**src/rtl/dca_sched_pkg.sv**
```systemverilog
// Shared definitions for the DCA bit-serial job scheduler: FSM encodings,
// id-width derivation and the default run-length counter width.
package dca_sched_pkg;

  typedef enum logic [1:0] {
    ST_IDLE  = 2'd0,
    ST_ISSUE = 2'd1,
    ST_RUN   = 2'd2,
    ST_RESP  = 2'd3
  } sched_state_e;

  localparam int CYCLE_WIDTH_DEF = 16;

  // Requester index width; a single-bit id is kept even for trivially small pools.
  function automatic int id_width(input int n);
    return (n <= 2) ? 1 : $clog2(n);
  endfunction

endpackage

```
**src/rtl/dca_rr_arbiter.sv**
```systemverilog
// Combinational round-robin picker: first set request at or after ptr,
// wrapping modulo NUM_REQ. The pointer register lives in the parent.
module dca_rr_arbiter
  import dca_sched_pkg::*;
#(
  parameter int  NUM_REQ  = 4,
  localparam int ID_WIDTH = id_width(NUM_REQ)
) (
  input  logic [NUM_REQ-1:0]  req,
  input  logic [ID_WIDTH-1:0] ptr,
  input  logic                gnt_en,
  output logic [NUM_REQ-1:0]  gnt,
  output logic [ID_WIDTH-1:0] gnt_idx
);

  localparam logic [ID_WIDTH:0] NREQ_L = (ID_WIDTH + 1)'(NUM_REQ);

  logic [NUM_REQ-1:0] rot;
  logic [ID_WIDTH:0]  off_sel;
  logic [ID_WIDTH:0]  sum;
  logic               found;

  // Rotate so that bit 0 is the requester the pointer names.
  assign rot = NUM_REQ'({req, req} >> ptr);

  always_comb begin
    found   = 1'b0;
    off_sel = '0;
    for (int off = 0; off < NUM_REQ; off++) begin
      if (!found && rot[off]) begin
        found   = 1'b1;
        off_sel = (ID_WIDTH + 1)'(off);
      end
    end
    sum = {1'b0, ptr} + off_sel;
    if (sum >= NREQ_L) begin
      sum = sum - NREQ_L;
    end
    gnt_idx = sum[ID_WIDTH-1:0];
    gnt     = (found && gnt_en) ? (NUM_REQ'(1) << gnt_idx) : '0;
  end

endmodule

```
**src/rtl/dca_bitserial_job_scheduler.sv**
```systemverilog
// Round-robin job scheduler sharing one bit-serial MAC engine between NUM_REQ
// requesters. Optional zero-mask bypass: define DCA_SCHED_ZERO_SKIP_EN.
// Handshakes: a transfer happens on a cycle where valid and ready are both high;
// ready never depends on valid of the same interface beyond arbitration.
module dca_bitserial_job_scheduler
  import dca_sched_pkg::*;
#(
  parameter int  NUM_REQ     = 4,
  parameter int  A_WIDTH     = 8,
  parameter int  B_WIDTH     = 8,
  parameter int  CYCLE_WIDTH = CYCLE_WIDTH_DEF,
  localparam int ID_WIDTH    = id_width(NUM_REQ)
) (
  input  logic                       clk,
  input  logic                       rstnn,
  input  logic                       enable,
  input  logic [NUM_REQ-1:0]         req_valid,
  output logic [NUM_REQ-1:0]         req_ready,
  input  logic [NUM_REQ*A_WIDTH-1:0] req_a_mask,
  input  logic [NUM_REQ*B_WIDTH-1:0] req_b_mask,
  output logic                       eng_enable,
  output logic                       eng_start,
  output logic [A_WIDTH-1:0]         eng_a_mask,
  output logic [B_WIDTH-1:0]         eng_b_mask,
  input  logic                       eng_done,
  output logic                       rsp_valid,
  input  logic                       rsp_ready,
  output logic [ID_WIDTH-1:0]        rsp_id,
  output logic [CYCLE_WIDTH-1:0]     rsp_cycles,
  output logic                       rsp_skipped,
  output logic                       busy,
  output logic [1:0]                 dbg_state
);

  sched_state_e             state_q, state_d;
  logic [ID_WIDTH-1:0]      ptr_q, ptr_d;
  logic [ID_WIDTH-1:0]      id_q, id_d;
  logic [A_WIDTH-1:0]       a_q, a_d;
  logic [B_WIDTH-1:0]       b_q, b_d;
  logic [CYCLE_WIDTH-1:0]   cnt_q, cnt_d;
  logic [CYCLE_WIDTH-1:0]   cyc_q, cyc_d;
`ifdef DCA_SCHED_ZERO_SKIP_EN
  logic                     skip_q, skip_d;
`endif

  logic [NUM_REQ-1:0]       gnt;
  logic [ID_WIDTH-1:0]      gnt_idx;
  logic                     xfer;
  logic [A_WIDTH-1:0]       a_sel;
  logic [B_WIDTH-1:0]       b_sel;
  logic [ID_WIDTH-1:0]      ptr_next;
  logic [CYCLE_WIDTH-1:0]   cnt_inc;

  dca_rr_arbiter #(.NUM_REQ(NUM_REQ)) u_arb (
    .req     (req_valid),
    .ptr     (ptr_q),
    .gnt_en  (enable && (state_q == ST_IDLE)),
    .gnt     (gnt),
    .gnt_idx (gnt_idx)
  );

  assign xfer     = |gnt;
  assign a_sel    = A_WIDTH'(req_a_mask >> (gnt_idx * A_WIDTH));
  assign b_sel    = B_WIDTH'(req_b_mask >> (gnt_idx * B_WIDTH));
  assign ptr_next = (gnt_idx == ID_WIDTH'(NUM_REQ - 1)) ? '0 : gnt_idx + 1'b1;
  assign cnt_inc  = (cnt_q == '1) ? cnt_q : cnt_q + 1'b1;

  always_comb begin
    state_d = state_q;
    ptr_d   = ptr_q;
    id_d    = id_q;
    a_d     = a_q;
    b_d     = b_q;
    cnt_d   = cnt_q;
    cyc_d   = cyc_q;
`ifdef DCA_SCHED_ZERO_SKIP_EN
    skip_d  = skip_q;
`endif
    if (enable) begin
      case (state_q)
        ST_IDLE: begin
          if (xfer) begin
            a_d     = a_sel;
            b_d     = b_sel;
            id_d    = gnt_idx;
            ptr_d   = ptr_next;
            state_d = ST_ISSUE;
`ifdef DCA_SCHED_ZERO_SKIP_EN
            skip_d  = 1'b0;
            if ((a_sel == '0) || (b_sel == '0)) begin
              state_d = ST_RESP;
              cyc_d   = '0;
              skip_d  = 1'b1;
            end
`endif
          end
        end
        ST_ISSUE: begin
          cnt_d   = CYCLE_WIDTH'(1);
          state_d = ST_RUN;
        end
        ST_RUN: begin
          cnt_d = cnt_inc;
          // The done cycle itself counts toward the reported run length.
          if (eng_done) begin
            cyc_d   = cnt_inc;
            state_d = ST_RESP;
          end
        end
        ST_RESP: begin
          if (rsp_ready) begin
            state_d = ST_IDLE;
          end
        end
        default: state_d = ST_IDLE;
      endcase
    end
  end

  always_ff @(posedge clk or negedge rstnn) begin
    if (!rstnn) begin
      state_q <= ST_IDLE;
      ptr_q   <= '0;
      id_q    <= '0;
      a_q     <= '0;
      b_q     <= '0;
      cnt_q   <= '0;
      cyc_q   <= '0;
`ifdef DCA_SCHED_ZERO_SKIP_EN
      skip_q  <= 1'b0;
`endif
    end else begin
      state_q <= state_d;
      ptr_q   <= ptr_d;
      id_q    <= id_d;
      a_q     <= a_d;
      b_q     <= b_d;
      cnt_q   <= cnt_d;
      cyc_q   <= cyc_d;
`ifdef DCA_SCHED_ZERO_SKIP_EN
      skip_q  <= skip_d;
`endif
    end
  end

  assign req_ready  = gnt;
  assign eng_enable = enable;
  assign eng_start  = (state_q == ST_ISSUE);
  assign eng_a_mask = a_q;
  assign eng_b_mask = b_q;
  assign rsp_valid  = (state_q == ST_RESP);
  assign rsp_id     = id_q;
  assign rsp_cycles = cyc_q;
  assign busy       = (state_q != ST_IDLE);
  assign dbg_state  = state_q;
`ifdef DCA_SCHED_ZERO_SKIP_EN
  assign rsp_skipped = skip_q;
`else
  assign rsp_skipped = 1'b0;
`endif

endmodule

```
**config.mk**
```make
export PLATFORM = sky130hd
export DESIGN_NAME = dca_bitserial_job_scheduler
export DESIGN_NICKNAME = d
export VERILOG_FILES = /design/src/rtl/dca_sched_pkg.sv /design/src/rtl/dca_rr_arbiter.sv /design/src/rtl/dca_bitserial_job_scheduler.sv
export SDC_FILE = /design/constraint.sdc
export NUM_CORES = 1
export LEC_CHECK = 0
export ABC_CLOCK_PERIOD_IN_PS = 9680
export CORE_AREA = 2 2 90 92
export CTS_BUF_LIST = sky130_fd_sc_hd__clkbuf_16
export DETAILED_ROUTE_END_ITERATION = 10
export DIE_AREA = 0 0 92 94
export PLACE_DENSITY = 0.89
export RECOVER_POWER = 100
export SETUP_SLACK_MARGIN = 0.2
export SLEW_MARGIN = 10
export SYNTH_ARGS = -nofsm -noshare
export SYNTH_HDL_FRONTEND = slang
export SYNTH_SLANG_ARGS = --single-unit
```
**constraint.sdc**
```tcl
create_clock -name clk -period 9.68 [get_ports clk]
set_input_delay 2.42 -clock clk [delete_from_list [all_inputs] [get_ports clk]]
set_output_delay 2.42 -clock clk [all_outputs]
set_load 0.03 [all_outputs]
```
# After elaboration in Yosys (flattened, before gate mapping)
# Index checks and enable logic that the tools add are counted.
dict set report classes {
  n_addsub 4
  order_cmp 1
  n_eq_ne 8
  n_shift 4
  mux 16
  reduce_logical 16
}
# op count
set op_table {}
lappend op_table {{>> shifter 32 x 5 -> 8 bit} 2}
lappend op_table {{one-hot mux 16 bit (2 select lines)} 1}
lappend op_table {{adder 16 x 1 -> 16 bit, second input constant} 1}
lappend op_table {{equality test 16 bit, second input constant} 1}
lappend op_table {{2-to-1 mux 16 bit} 1}
lappend op_table {{2-to-1 mux 2 bit} 7}
lappend op_table {{one-hot mux 2 bit (4 select lines)} 1}
lappend op_table {{>> shifter 8 x 2 -> 4 bit} 1}
lappend op_table {{equality test 2 bit, second input constant} 3}
lappend op_table {{AND reduction 3 bit} 2}
lappend op_table {{logical AND 1 bit} 5}
lappend op_table {{2-to-1 mux 1 bit} 5}
lappend op_table {{2-to-1 mux 4 bit} 1}
lappend op_table {{!= test 2 bit, second input constant} 2}
lappend op_table {{AND reduction 4 bit} 1}
lappend op_table {{nonzero test 2 bit} 2}
lappend op_table {{OR reduction 4 bit} 1}
lappend op_table {{left shift 1 x 2 -> 4 bit, first input constant} 1}
lappend op_table {{adder 2 x 2 -> 3 bit} 1}
lappend op_table {{greater-or-equal comparator 3 bit, second input constant} 1}
lappend op_table {{zero test 1 bit} 3}
lappend op_table {{adder 2 x 1 -> 2 bit, second input constant} 1}
lappend op_table {{equality test 2 x 1 -> 1 bit, second input constant} 1}
lappend op_table {{zero test 2 bit} 1}
lappend op_table {{other kinds (3)} 3}
dict set report word_totals {
  regBits 54
  out_inout_bits 45
  word_cells 56
}

# Depth between registers and ports, before layout
# Gate-level depths: netlist of run 1.
dict set report logic_depth {
  word_depth 19
  mapped_depth 20
  depth_no_buf 16
}

# Modules after synthesis
# A second synthesis of run 1 with hierarchy kept.
dict set report hier_totals {
  cells_unflattened 333
  hier_area_um2 3463.3
}
# mod instances cells_each area_per_inst_um2 seq_area_each_um2
set modules_own_cells {}
lappend modules_own_cells {dca_bitserial_job_scheduler 1 294 3183.1 1351.3}
lappend modules_own_cells {dca_rr_arbiter 1 39 280.3 0.0}

# Worst setup path before layout of run 1
# Ideal clock, no wire load.
dict set report synth_path {
  path_kind {input -> output}
  startpoint {in req_valid[3]}
  endpoint {out req_ready[3]}
  t_arrival_ns 4.654
  required_time_ns 7.260
  slack_ns 2.606
  stages 14
  path_buffers 2
  path_cell_list {buf_2 nor2_1 a21oi_1 nor2_1 a21oi_1 a21oi_1 ha_1 buf_2 xor2_1 a31oi_4 nor2_2 inv_1 ha_1 and2_1}
}
dict set report synth_between {
  elab_chain_len 16
}
# element line
set synth_lines {}
lappend synth_lines {{from (decl)} dca_bitserial_job_scheduler.sv:17} ;# input logic [NUM_REQ-1:0] req_valid,
lappend synth_lines {{>> shifter 8 x 2 -> 4 bit *} dca_rr_arbiter.sv:24} ;# assign rot = NUM_REQ'({req, req} >> ptr);
lappend synth_lines {{2-to-1 mux 1 bit} dca_rr_arbiter.sv:30} ;# if (!found && rot[off]) begin
lappend synth_lines {{zero test 1 bit} dca_rr_arbiter.sv:30}
lappend synth_lines {{logical AND 1 bit} dca_rr_arbiter.sv:30}
lappend synth_lines {{2-to-1 mux 1 bit} dca_rr_arbiter.sv:30}
lappend synth_lines {{zero test 1 bit} dca_rr_arbiter.sv:30}
lappend synth_lines {{logical AND 1 bit} dca_rr_arbiter.sv:30}
lappend synth_lines {{2-to-1 mux 1 bit} dca_rr_arbiter.sv:30}
lappend synth_lines {{zero test 1 bit} dca_rr_arbiter.sv:30}
lappend synth_lines {{logical AND 1 bit} dca_rr_arbiter.sv:30}
lappend synth_lines {{2-to-1 mux 2 bit} dca_rr_arbiter.sv:30}
lappend synth_lines {{adder 2 x 2 -> 3 bit} dca_rr_arbiter.sv:35} ;# sum = {1'b0, ptr} + off_sel;
lappend synth_lines {{greater-or-equal comparator 3 bit or subtractor 2 x 1 -> 2 bit (tied branches)} {dca_rr_arbiter.sv:36, dca_rr_arbiter.sv:37}}
lappend synth_lines {{2-to-1 mux 2 bit} dca_rr_arbiter.sv:36} ;# if (sum >= NREQ_L) begin
lappend synth_lines {{left shift 1 x 2 -> 4 bit} dca_rr_arbiter.sv:40} ;# gnt = (found && gnt_en) ? (NUM_REQ'(1) << gnt_idx) : '0;
lappend synth_lines {{2-to-1 mux 4 bit *} dca_rr_arbiter.sv:40}
lappend synth_lines {{to (decl)} dca_bitserial_job_scheduler.sv:18} ;# output logic [NUM_REQ-1:0] req_ready,
# Mark *: on every way between the ends. The rest lies on a longest branch, timed or not.

# Final worst setup path of run 1
dict set report layout_path {
  startpoint {in req_valid[0]}
  endpoint {out req_ready[3]}
}
# The elaborated chain is that of the path after synthesis.

==> out/results.tsv, run 1 <==
metric	value	unit
cts.sinks	54	
die_h	94	microns
rsz0062_at_grt	no	
hold_path_class	reg2reg	
vdd_drop_max	0.000142	V
cts_setup_buffers	0	
place_ws	0.897	ns
multi_input_area	0.00228	sq mm
vias_per_cell	6.21	
post_drt_wl_per_cell	17.1	microns
cts_tree	done	
drive_gt1_frac	0.0547	
syn_area	0.00393	sq mm
critPathArrivalTime	6.66	ns
synth-xor-area-share	0.0290	
synth_adder_area_share	0.0255	
synth.distinct_cells	66	
synth_edf_count	0	
rows	32	
mostFrequentLayoutCell	clkdlybuf4s50_1	
drt_wl_total	11.1	mm
layout.nets	628	
synthTopCellsByArea	dfrtp_1 (34%), o21ai_0 (6.2%), a222oi_1 (3.8%), a22o_1 (3.8%), a21o_1 (3.4%)	
setup_ws	0.602	ns
start_util	0.516	
fin_cells	650	
slowest_delay	0.59	ns
final.setup.tns	0	ns
slew_viol_final	55	
die_w	92	microns
fin_skew	0.00413	ns
dp_cells	642	
synth_top_family_by_area	compound AO/OA/AOI/OAI gates	
total_power	0.00145	W
gp_congestion	0.961	
io_buffers	116	
slew_headroom	-0.925	
final_cell_mix	clkdlybuf4s50_1 (70), dfrtp_1 (54), o21ai_0 (49), dlygate4sd3_1 (45), nand2_1 (33)	
grt_max_degree	55	
worst-path-buf-inv	5	
vias	4034	
syn2layout_area_growth	32.7	%
drtAntennaViolNets	0	
antenna_found_initial	0	
die-area	0.00865	sq mm
powerDensity	277	mW/mm^2
drtIter0Drc	546	
status	complete, but fails checks	
cp_top_family	buffers and inverters	
clockBufferDepth	2	
synth_nets	536	
clock.fmax	110	MHz
numCtsBuffers	5	
core	0.00761	sq mm
grt_usage	0.260	
start_kind	input port	
syn_inst	455	
leakage	2.16	nW
worstMarginPinSlew	2.89	ns
hold_viol_final	0	
post-route-period-util	0.938	
diodes	0	
synth_compound_area_frac	0.335	
synth_simple_gate_area_frac	0.183	
holdWs	0.477	ns
synth_area_leader_cell	dfrtp_1	
pin_count	118	
root_buffer	clkbuf_16	
cts_resized	0	
seqCellArea	0.00135	sq mm
grt_pass1_wl	18.2	mm
cp_max_fo	24	
drc	0	
clkLatencyLatePin	0.29	ns
fin_crit	9.08	ns
dr.pass1.iters	6	
fill_cells	619	
violations	capacitance limit, slew limit	
hold_buffers	0	
ys.flop_type	dfrtp_1	
cts_htree_levels	2	
grt_pass1_vias	3804	
crit_path_top_delay_cell	clkdlybuf4s50_1	
cap_violations	1	
synth-seq-area-share	0.344	
async_flop_share	1.00	
synth.area.mux_share	0.0115	
clkTransAtPathRegs	0.07	ns
critPathCaptureType	primary output	
finalSetupViolations	0	
dpl.hpwl	8.24	mm
crit_type	in2out	
synth_top_area_share	0.344	
syn_avg_cell_area	8.63	sq um
synth_seq_cells	54	
worstPathRequired	7.26	ns
yosys_warnings	0	
globalRoute.totalOverflow	0	
worstPathCellList	dlygate4sd3_1, buf_4, inv_1, nor2_1, a21oi_1, nor2_1, a21oi_1, a21oi_1, ha_1, xor2_1, a31oi_4, nor2_1, inv_1, ha_1, and2_1, clkdlybuf4s50_1	
==> synthesized netlist by cell type, types with 8 or more instances <==
cell      number
nand3_1       23
o221ai_1       8
o221ai_2       9
a222oi_1      15
a21o_1        18
a22o_1        17
nor2_1        24
nand2_1       33
clkbuf_1      22
a21oi_1       24
and3_1         8
ha_1           8
inv_1         28
o21ai_0       49
xnor2_1        9
dfrtp_1       54
==> kinds of logic after synthesis <==
kind of cell             after synthesis
AO/OA/AOI/OAI                        175
XOR/XNOR                              13
adder cells (fa/ha/maj)                8
buffers and inverters                 63
flip-flops                            54
multiplexers                           4
other                                  1
AND/OR/NAND/NOR                      137
==> worst reg2reg max path: cells and delay by family (launching register included) <==
kind	cells	cell delay (ns)
fa+ha+maj	2	0.74
mux	1	0.41
flops	1	0.75
xor+xnor	1	0.25
compound gates	5	1.13
simple gates	4	1.53
buf+inv	1	0.13
==> metrics by stage <==
step / utilization / cell area [sq um]
floorplan: - / 3930
finish: 0.685 / 5210
detailed placement: 0.666 / 5060
CTS: 0.688 / 5230
global placement: 0.666 / 5060
global route: 0.685 / 5210
==> per-layer routing <==
metal  part of all wire  track usage  wire (microns)  vias to the layer above
li1                   -            -               -                     1896
met1               0.40        0.322            4420                     1887
met2               0.49        0.456            5470                      237
met3              0.094       0.0602            1050                       14
met4              0.014       0.0684             159                        0
met5                  0            0               0                        -
==> registers in the layout, indices dropped and copies added, names as in the netlist <==
signal      cells
cnt_q          16
rsp_cycles     16
eng_a_mask      8
eng_b_mask      8
dbg_state       2
ptr_q           2
rsp_id          2
==> power breakdown <==
group / switching [W] / internal [W] / total (W) / leakage (nW)
logic: 0.000541 / 0.000343 / 0.000884 / 1.37
clock network: 0.0000845 / 0.000123 / 0.000207 / 0.0842
registers: 0.0000636 / 0.000291 / 0.000355 / 0.705
total: 0.000689 / 0.000757 / 0.00145 / 2.16
==> layout make-up <==
cell class / count / share of cell area
sequential: 54 / 0.259
inverter: 28 / 0.0202
clock buffer: 5 / 0.0240
timing repair buffer: 120 / 0.227
tap: 102 / 0.0245
clock inverter: 3 / 0.00840
multi-input combinational: 338 / 0.437
==> path summary, 6_finish.rpt <==
kind	startpoint	endpoint	slack, ns	cells past startpoint
min in group asynchronous	rstnn	rsp_cycles[4]	3.15	2
max in group asynchronous	rstnn	cnt_q[8]	4.90	2
max	req_valid[0]	req_ready[3]	0.60	16
min	rsp_cycles[15]	rsp_cycles[15]	0.48	2
max reg2reg	ptr_q[1]	ptr_q[1]	4.62	14
min reg2reg	rsp_cycles[15]	rsp_cycles[15]	0.48	2
Power figures use the tool's default switching activity.
==> run 2: changes to the inputs <==
--- a/config.mk
+++ b/config.mk
@@ -6,14 +6,15 @@
 export NUM_CORES = 1
 export LEC_CHECK = 0
 export ABC_CLOCK_PERIOD_IN_PS = 9680
-export CORE_AREA = 2 2 90 92
+export CELL_PAD_IN_SITES_DETAIL_PLACEMENT = 0
+export CELL_PAD_IN_SITES_GLOBAL_PLACEMENT = 1
+export CORE_AREA = 2 2 105 107
 export CTS_BUF_LIST = sky130_fd_sc_hd__clkbuf_16
 export DETAILED_ROUTE_END_ITERATION = 10
-export DIE_AREA = 0 0 92 94
+export DIE_AREA = 0 0 107 109
 export PLACE_DENSITY = 0.89
 export RECOVER_POWER = 100
 export SETUP_SLACK_MARGIN = 0.2
-export SLEW_MARGIN = 10
 export SYNTH_ARGS = -nofsm -noshare
 export SYNTH_HDL_FRONTEND = slang
 export SYNTH_SLANG_ARGS = --single-unit
==> run 2 against run 1 <==
Compared with the run above: the flow still finishes with violations (capacitance limit, slew limit); highest routed layer unchanged; critical path type unchanged; die area rose by 35%; design area rose by 0.89%; register-to-register slack improved by 0.13 ns; combinational power fell by 0.9%; via count fell by 3.3%; first-iteration DRC count fell by 59%.
==> out/results.tsv, run 2 (synthesis gave the netlist of run 1 again) <==
metric	value	unit
status	complete, but fails checks	
violations	capacitance limit, slew limit	
r2r_slack	4.75	ns
critPathCaptureType	primary output	
clkLatencyLatePin	0.30	ns
die_h	109	microns
fin_cells	688	
drc	0	
io_buffers	116	
hold_buffers	0	
slew_headroom	-1.00	
grt_usage	0.202	
final_cell_mix	clkdlybuf4s50_1 (70), dfrtp_1 (54), o21ai_0 (49), dlygate4sd3_1 (45), nand2_1 (33)	
crit_path_top_delay_cell	clkdlybuf4s50_1	
grt_pass1_wl	18.9	mm
drtIter0Drc	226	
hold_viol_final	0	
fill_cells	998	
rsz0062_at_grt	no	
diodes	0	
crit_start	req_valid[0]	
drive_gt1_frac	0.0529	
dp_cells	680	
powerDensity	273	mW/mm^2
numCtsBuffers	5	
grt_pass1_vias	3831	
fin_crit	9.05	ns
seqCellArea	0.00135	sq mm
core	0.0106	sq mm
worstPathRequired	7.26	ns
root_buffer	clkbuf_16	
cp_max_fo	24	
clkTransAtPathRegs	0.07	ns
start_util	0.370	
vias_per_cell	5.67	
fin_skew	0.0131	ns
finalSetupViolations	0	
cts_tree	done	
drt_wl_total	11.4	mm
placed_area	0.00511	sq mm
critPathArrivalTime	6.63	ns
clockBufferDepth	2	
cap_violations	1	
slowest_delay	0.59	ns
slew_viol_final	55	
worstPathCellList	dlygate4sd3_1, buf_4, inv_1, nor2_1, a21oi_1, nor2_1, a21oi_1, a21oi_1, ha_1, xor2_1, a31oi_4, nor2_1, inv_1, ha_1, and2_1, clkdlybuf4s50_1	
globalRoute.totalOverflow	0	
dr.pass1.iters	6	
cts_htree_levels	2	
worstMarginPinSlew	3.01	ns
post-route-period-util	0.935	
rr_worst_depth	14	
dpl.hpwl	8.49	mm
antenna_found_initial	0	
die_w	107	microns
mostFrequentLayoutCell	clkdlybuf4s50_1	
endpoint	req_ready[3]	
drtAntennaViolNets	0	
leakage	2.15	nW
syn2layout_area_growth	33.9	%
clock.fmax	111	MHz
post_drt_wl_per_cell	16.5	microns
crit_type	in2out	
vdd_drop_max	0.000136	V
multi_input_area	0.00227	sq mm
hold_path_class	reg2reg	
rows	38	
gp_congestion	0.833	
pin_count	118	
worstReg2RegEnd	ptr_q[1]	
postLayoutCellArea	0.00526	sq mm
final.setup.tns	0	ns
die-area	0.0117	sq mm
cts_resized	0	
layout.nets	628	
grt_max_degree	55	
vias	3902	
cts_setup_buffers	0	
start_kind	input port	
cts.sinks	54	
r2r_start	ptr_q[1]	
==> run 2: cell count changes in the layout (fill, tap and decap cells not counted), sizes merged <==
cell / delta
clkinv: -1
clkinvlp: +1
==> run 2: layout make-up <==
cell class	count	share of cell area
multi-input combinational	338	0.432
clock inverter	3	0.00928
inverter	28	0.0200
tap	140	0.0333
clock buffer	5	0.0238
timing repair buffer	120	0.225
sequential	54	0.257
==> run 2: worst min path at each step <==
stage / from / endpoint / slack [ns] / depth (start not counted)
6_report: rsp_cycles[6] / rsp_cycles[6] / 0.47 / 2
5_1_grt: rsp_cycles[10] / rsp_cycles[10] / 0.49 / 2
4_1_cts: rsp_cycles[6] / rsp_cycles[6] / 0.49 / 2
3_5_place_dp: rsp_cycles[12] / rsp_cycles[12] / 0.47 / 2
3_3_place_gp: rsp_cycles[9] / rsp_cycles[9] / 0.46 / 2
2_1_floorplan: cnt_q[12] / cnt_q[12] / 0.49 / 2
==> run 2: power by group <==
part,total [W],switching (W),internal [W]
combinational,0.000876,0.000534,0.000342
sequential,0.000350,0.0000586,0.000291
clock,0.000211,0.0000872,0.000124
==> run 2: critical path, delay by kind of cell <==
family          cells  cell delay, ns
compound gates      4            0.45
xor+xnor            1            0.39
fa+ha+maj           2            0.72
buf+inv             5            1.70
simple gates        4            0.93
==> run 2: per-layer routing <==
metal,part of all wire,GRT usage
met1,0.44,0.262
met2,0.49,0.348
met3,0.060,0.0353
met4,0.012,0.0575
met5,0,0
==> run 2: stage by stage <==
| step | util | setup WS, ns | hold slack (ns) | power [W] |
|---|---|---|---|---|
| global placement | 0.482 | 1.01 | 0.460 | 0.00125 |
| floorplan | - | 2.61 | 0.492 | 0.000990 |
| detailed placement | 0.482 | 0.895 | 0.469 | 0.00127 |
| CTS | 0.499 | 0.883 | 0.486 | 0.00149 |
| global route | 0.496 | 0.330 | 0.493 | 0.00155 |
| finish | 0.496 | 0.630 | 0.475 | 0.00144 |
==> run 3: changes to the inputs <==
--- a/config.mk
+++ b/config.mk
@@ -5,14 +5,15 @@
 export SDC_FILE = /design/constraint.sdc
 export NUM_CORES = 1
 export LEC_CHECK = 0
+export ABC_AREA = 1
 export ABC_CLOCK_PERIOD_IN_PS = 9680
 export CELL_PAD_IN_SITES_DETAIL_PLACEMENT = 0
 export CELL_PAD_IN_SITES_GLOBAL_PLACEMENT = 1
-export CORE_AREA = 2 2 105 107
+export CORE_AREA = 2 2 103 105
 export CTS_BUF_LIST = sky130_fd_sc_hd__clkbuf_16
 export DETAILED_ROUTE_END_ITERATION = 10
-export DIE_AREA = 0 0 107 109
-export PLACE_DENSITY = 0.89
+export DIE_AREA = 0 0 105 107
+export PLACE_DENSITY_LB_ADDON = 0.05
 export RECOVER_POWER = 100
 export SETUP_SLACK_MARGIN = 0.2
 export SYNTH_ARGS = -nofsm -noshare
==> run 3 against run 2 <==
Compared with the run above: the flow still finishes with violations (capacitance limit, slew limit); total power rose by 14%; cell count rose by 8.6%; critical endpoint is now req_ready[2]; register-to-register slack improved by 0.54 ns; highest routed layer unchanged; via count decreased by 14%; largest power group unchanged; largest cell class unchanged; hold slack better by 0.0034 ns.
==> out/results.tsv, run 3 <==
metric	value	unit
clock.fmax	114	MHz
syn_avg_cell_area	6.70	sq um
synth_area_leader_cell	dfrtp_1	
syn_inst	503	
root_buffer	clkbuf_16	
drtAntennaViolNets	0	
crit_path_top_delay_cell	clkinv_1	
worstHoldEndpoint	rsp_cycles[0]	
mostFrequentLayoutCell	nand2_1	
post-route-period-util	0.904	
crit_type	in2out	
rsz0062_at_grt	no	
globalRoute.totalOverflow	0	
async_flop_share	1.00	
r2r_start	ptr_q[0]	
vias_per_cell	4.50	
r2r_slack	5.29	ns
worstMarginPinSlew	2.98	ns
synth_seq_cells	54	
worstPathCellList	dlygate4sd3_1, nand2_1, nand3_1, nand2_1, a21boi_0, ha_1, clkbuf_2, clkinv_1, nand2_1, nor2_1, dlygate4sd3_1	
hold_viol_final	0	
slew_viol_final	55	
synth-seq-area-share	0.401	
rows	37	
yosysMostFrequentCell	nand2_1	
grt_pass1_wl	16.2	mm
pin_count	118	
die_h	107	microns
synthTopCellsByArea	dfrtp_1 (40%), nand2_1 (32%), o21ai_0 (3.6%), inv_1 (3.1%), ha_1 (3.0%)	
cpMostUsedCell	nand2_1	
core	0.0101	sq mm
critPathCaptureType	primary output	
final_cell_mix	nand2_1 (291), clkdlybuf4s50_1 (70), dfrtp_1 (54), dlygate4sd3_1 (45), inv_1 (29)	
layout.nets	691	
cp_max_fo	36	
io_buffers	116	
dr.pass1.iters	5	
dp_cells	739	
yosys_warnings	0	
grt_max_degree	55	
final.setup.tns	0	ns
leakage	2.47	nW
fin_skew	0.00662	ns
grt_pass1_vias	3476	
dpl.hpwl	6.99	mm
cts_setup_buffers	0	
hold_path_depth	2	
total_power	0.00164	W
finalSetupViolations	0	
clockBufferDepth	2	
fin_util	0.470	
slew_headroom	-0.986	
ys_top_cells_by_count	nand2_1 (289), dfrtp_1 (54), inv_1 (28)	
antenna_found_initial	0	
fill_cells	1063	
numCtsBuffers	5	
synth.distinct_cells	34	
vdd_drop_max	0.000172	V
die-area	0.0112	sq mm
grt_usage	0.175	
min-delay-start	rsp_cycles[0]	
drtIter0Drc	175	
synth_edf_count	0	
drc	0	
worstPathRequired	7.26	ns
synth_top_area_share	0.401	
worstReg2RegEnd	eng_b_mask[4]	
drive_gt1_frac	0.0426	
cts_htree_levels	2	
slowest_delay	0.93	ns
cts_resized	0	
vias	3364	
drt_wl_total	9.35	mm
cts_tree	done	
holdWs	0.478	ns
cts.sinks	54	
clkLatencyLatePin	0.29	ns
fin_crit	8.75	ns
rr_worst_depth	18	
violations	capacitance limit, slew limit	
syn_area	0.00337	sq mm
critPathArrivalTime	6.33	ns
cp_top_family	buffers and inverters	
fin_cells	747	
hold_buffers	0	
clkTransAtPathRegs	0.07	ns
die_w	105	microns
start_kind	input port	
powerDensity	346	mW/mm^2
cap_violations	1	
synth_nets	584	
status	complete, but fails checks	
syn2layout_area_growth	40.8	%
start_util	0.334	
ys.flop_type	dfrtp_1	
gp_congestion	0.789	
worst-path-buf-inv	4	
diodes	0	
post_drt_wl_per_cell	12.5	microns
hold_path_class	reg2reg	
## run 3: cell families after synthesis
logic type | after synthesis | share of synthesized area
AOI/OAI and AO/OA | 36 | 0.0590
xor gates and xnor gates | 7 | 0.0182
adders and majority gates | 8 | 0.0297
buffers and inverters | 53 | 0.0720
DFF | 54 | 0.401
muxes | 1 | 0.00297
other | 1 | 0.00111
and+or+nand+nor | 343 | 0.416
## run 3: worst reg2reg max path, stage by stage, from the launching register on
cell	delay (ns)
dfrtp_1	0.47
inv_2	0.10
nand2_1	0.10
nand3_1	0.07
nand2_1	0.11
nand3_1	0.07
a21boi_0	0.17
ha_1	0.19
xor2_1	0.23
nand2_2	0.09
nand2_1	0.50
ha_1	0.30
inv_1	0.07
nand2_1	0.06
nand2_1	0.09
nand2_1	0.57
clkinvlp_2	0.79
nand2_1	0.21
nand2_1	0.08
## run 3: stage by stage
step | setup slack (ns) | area (sq um)
after CTS | 1.40 | 4780
after detailed placement | 1.41 | 4610
after global placement | 1.47 | 4610
after floorplan | 2.75 | 3370
final | 0.928 | 4740
after global routing | 0.556 | 4740
## run 3: final cells by class
class                   instances  area [sq um]  share of cell area
clock inverters                 3          41.3             0.00870
flip-flops and latches         54          1350               0.285
inverters                      34           133              0.0280
well taps                     136           170              0.0359
clock buffers                   5           125              0.0264
repair buffers                119          1170               0.246
multi-input cells             396          1760               0.370
## run 3: how the worst max path moves through the flow
stage / start / endpoint / slack (ns) / depth (start not counted)
after global routing: req_valid[3] / req_ready[2] / 0.56 / 12
after floorplan: req_valid[1] / req_ready[3] / 2.75 / 13
final: req_valid[3] / req_ready[2] / 0.93 / 11
after CTS: req_valid[1] / req_ready[2] / 1.40 / 12
after global placement: req_valid[1] / req_ready[2] / 1.47 / 12
after detailed placement: req_valid[1] / req_ready[2] / 1.41 / 12
## run 3: routing by layer
layer / track usage / vias to the layer above / share of wire
li1: - / 1762 / -
met1: 0.227 / 1494 / 0.46
met2: 0.300 / 99 / 0.47
met3: 0.0340 / 9 / 0.056
met4: 0.0457 / 0 / 0.012
met5: 0 / - / 0
## run 3: where the power goes
| group | internal, W | leakage, nW | switching (W) |
|---|---|---|---|
| Sequential | 0.000307 | 0.709 | 0.0000546 |
| Clock | 0.000121 | 0.0812 | 0.0000841 |
| Combinational | 0.000352 | 1.68 | 0.000721 |
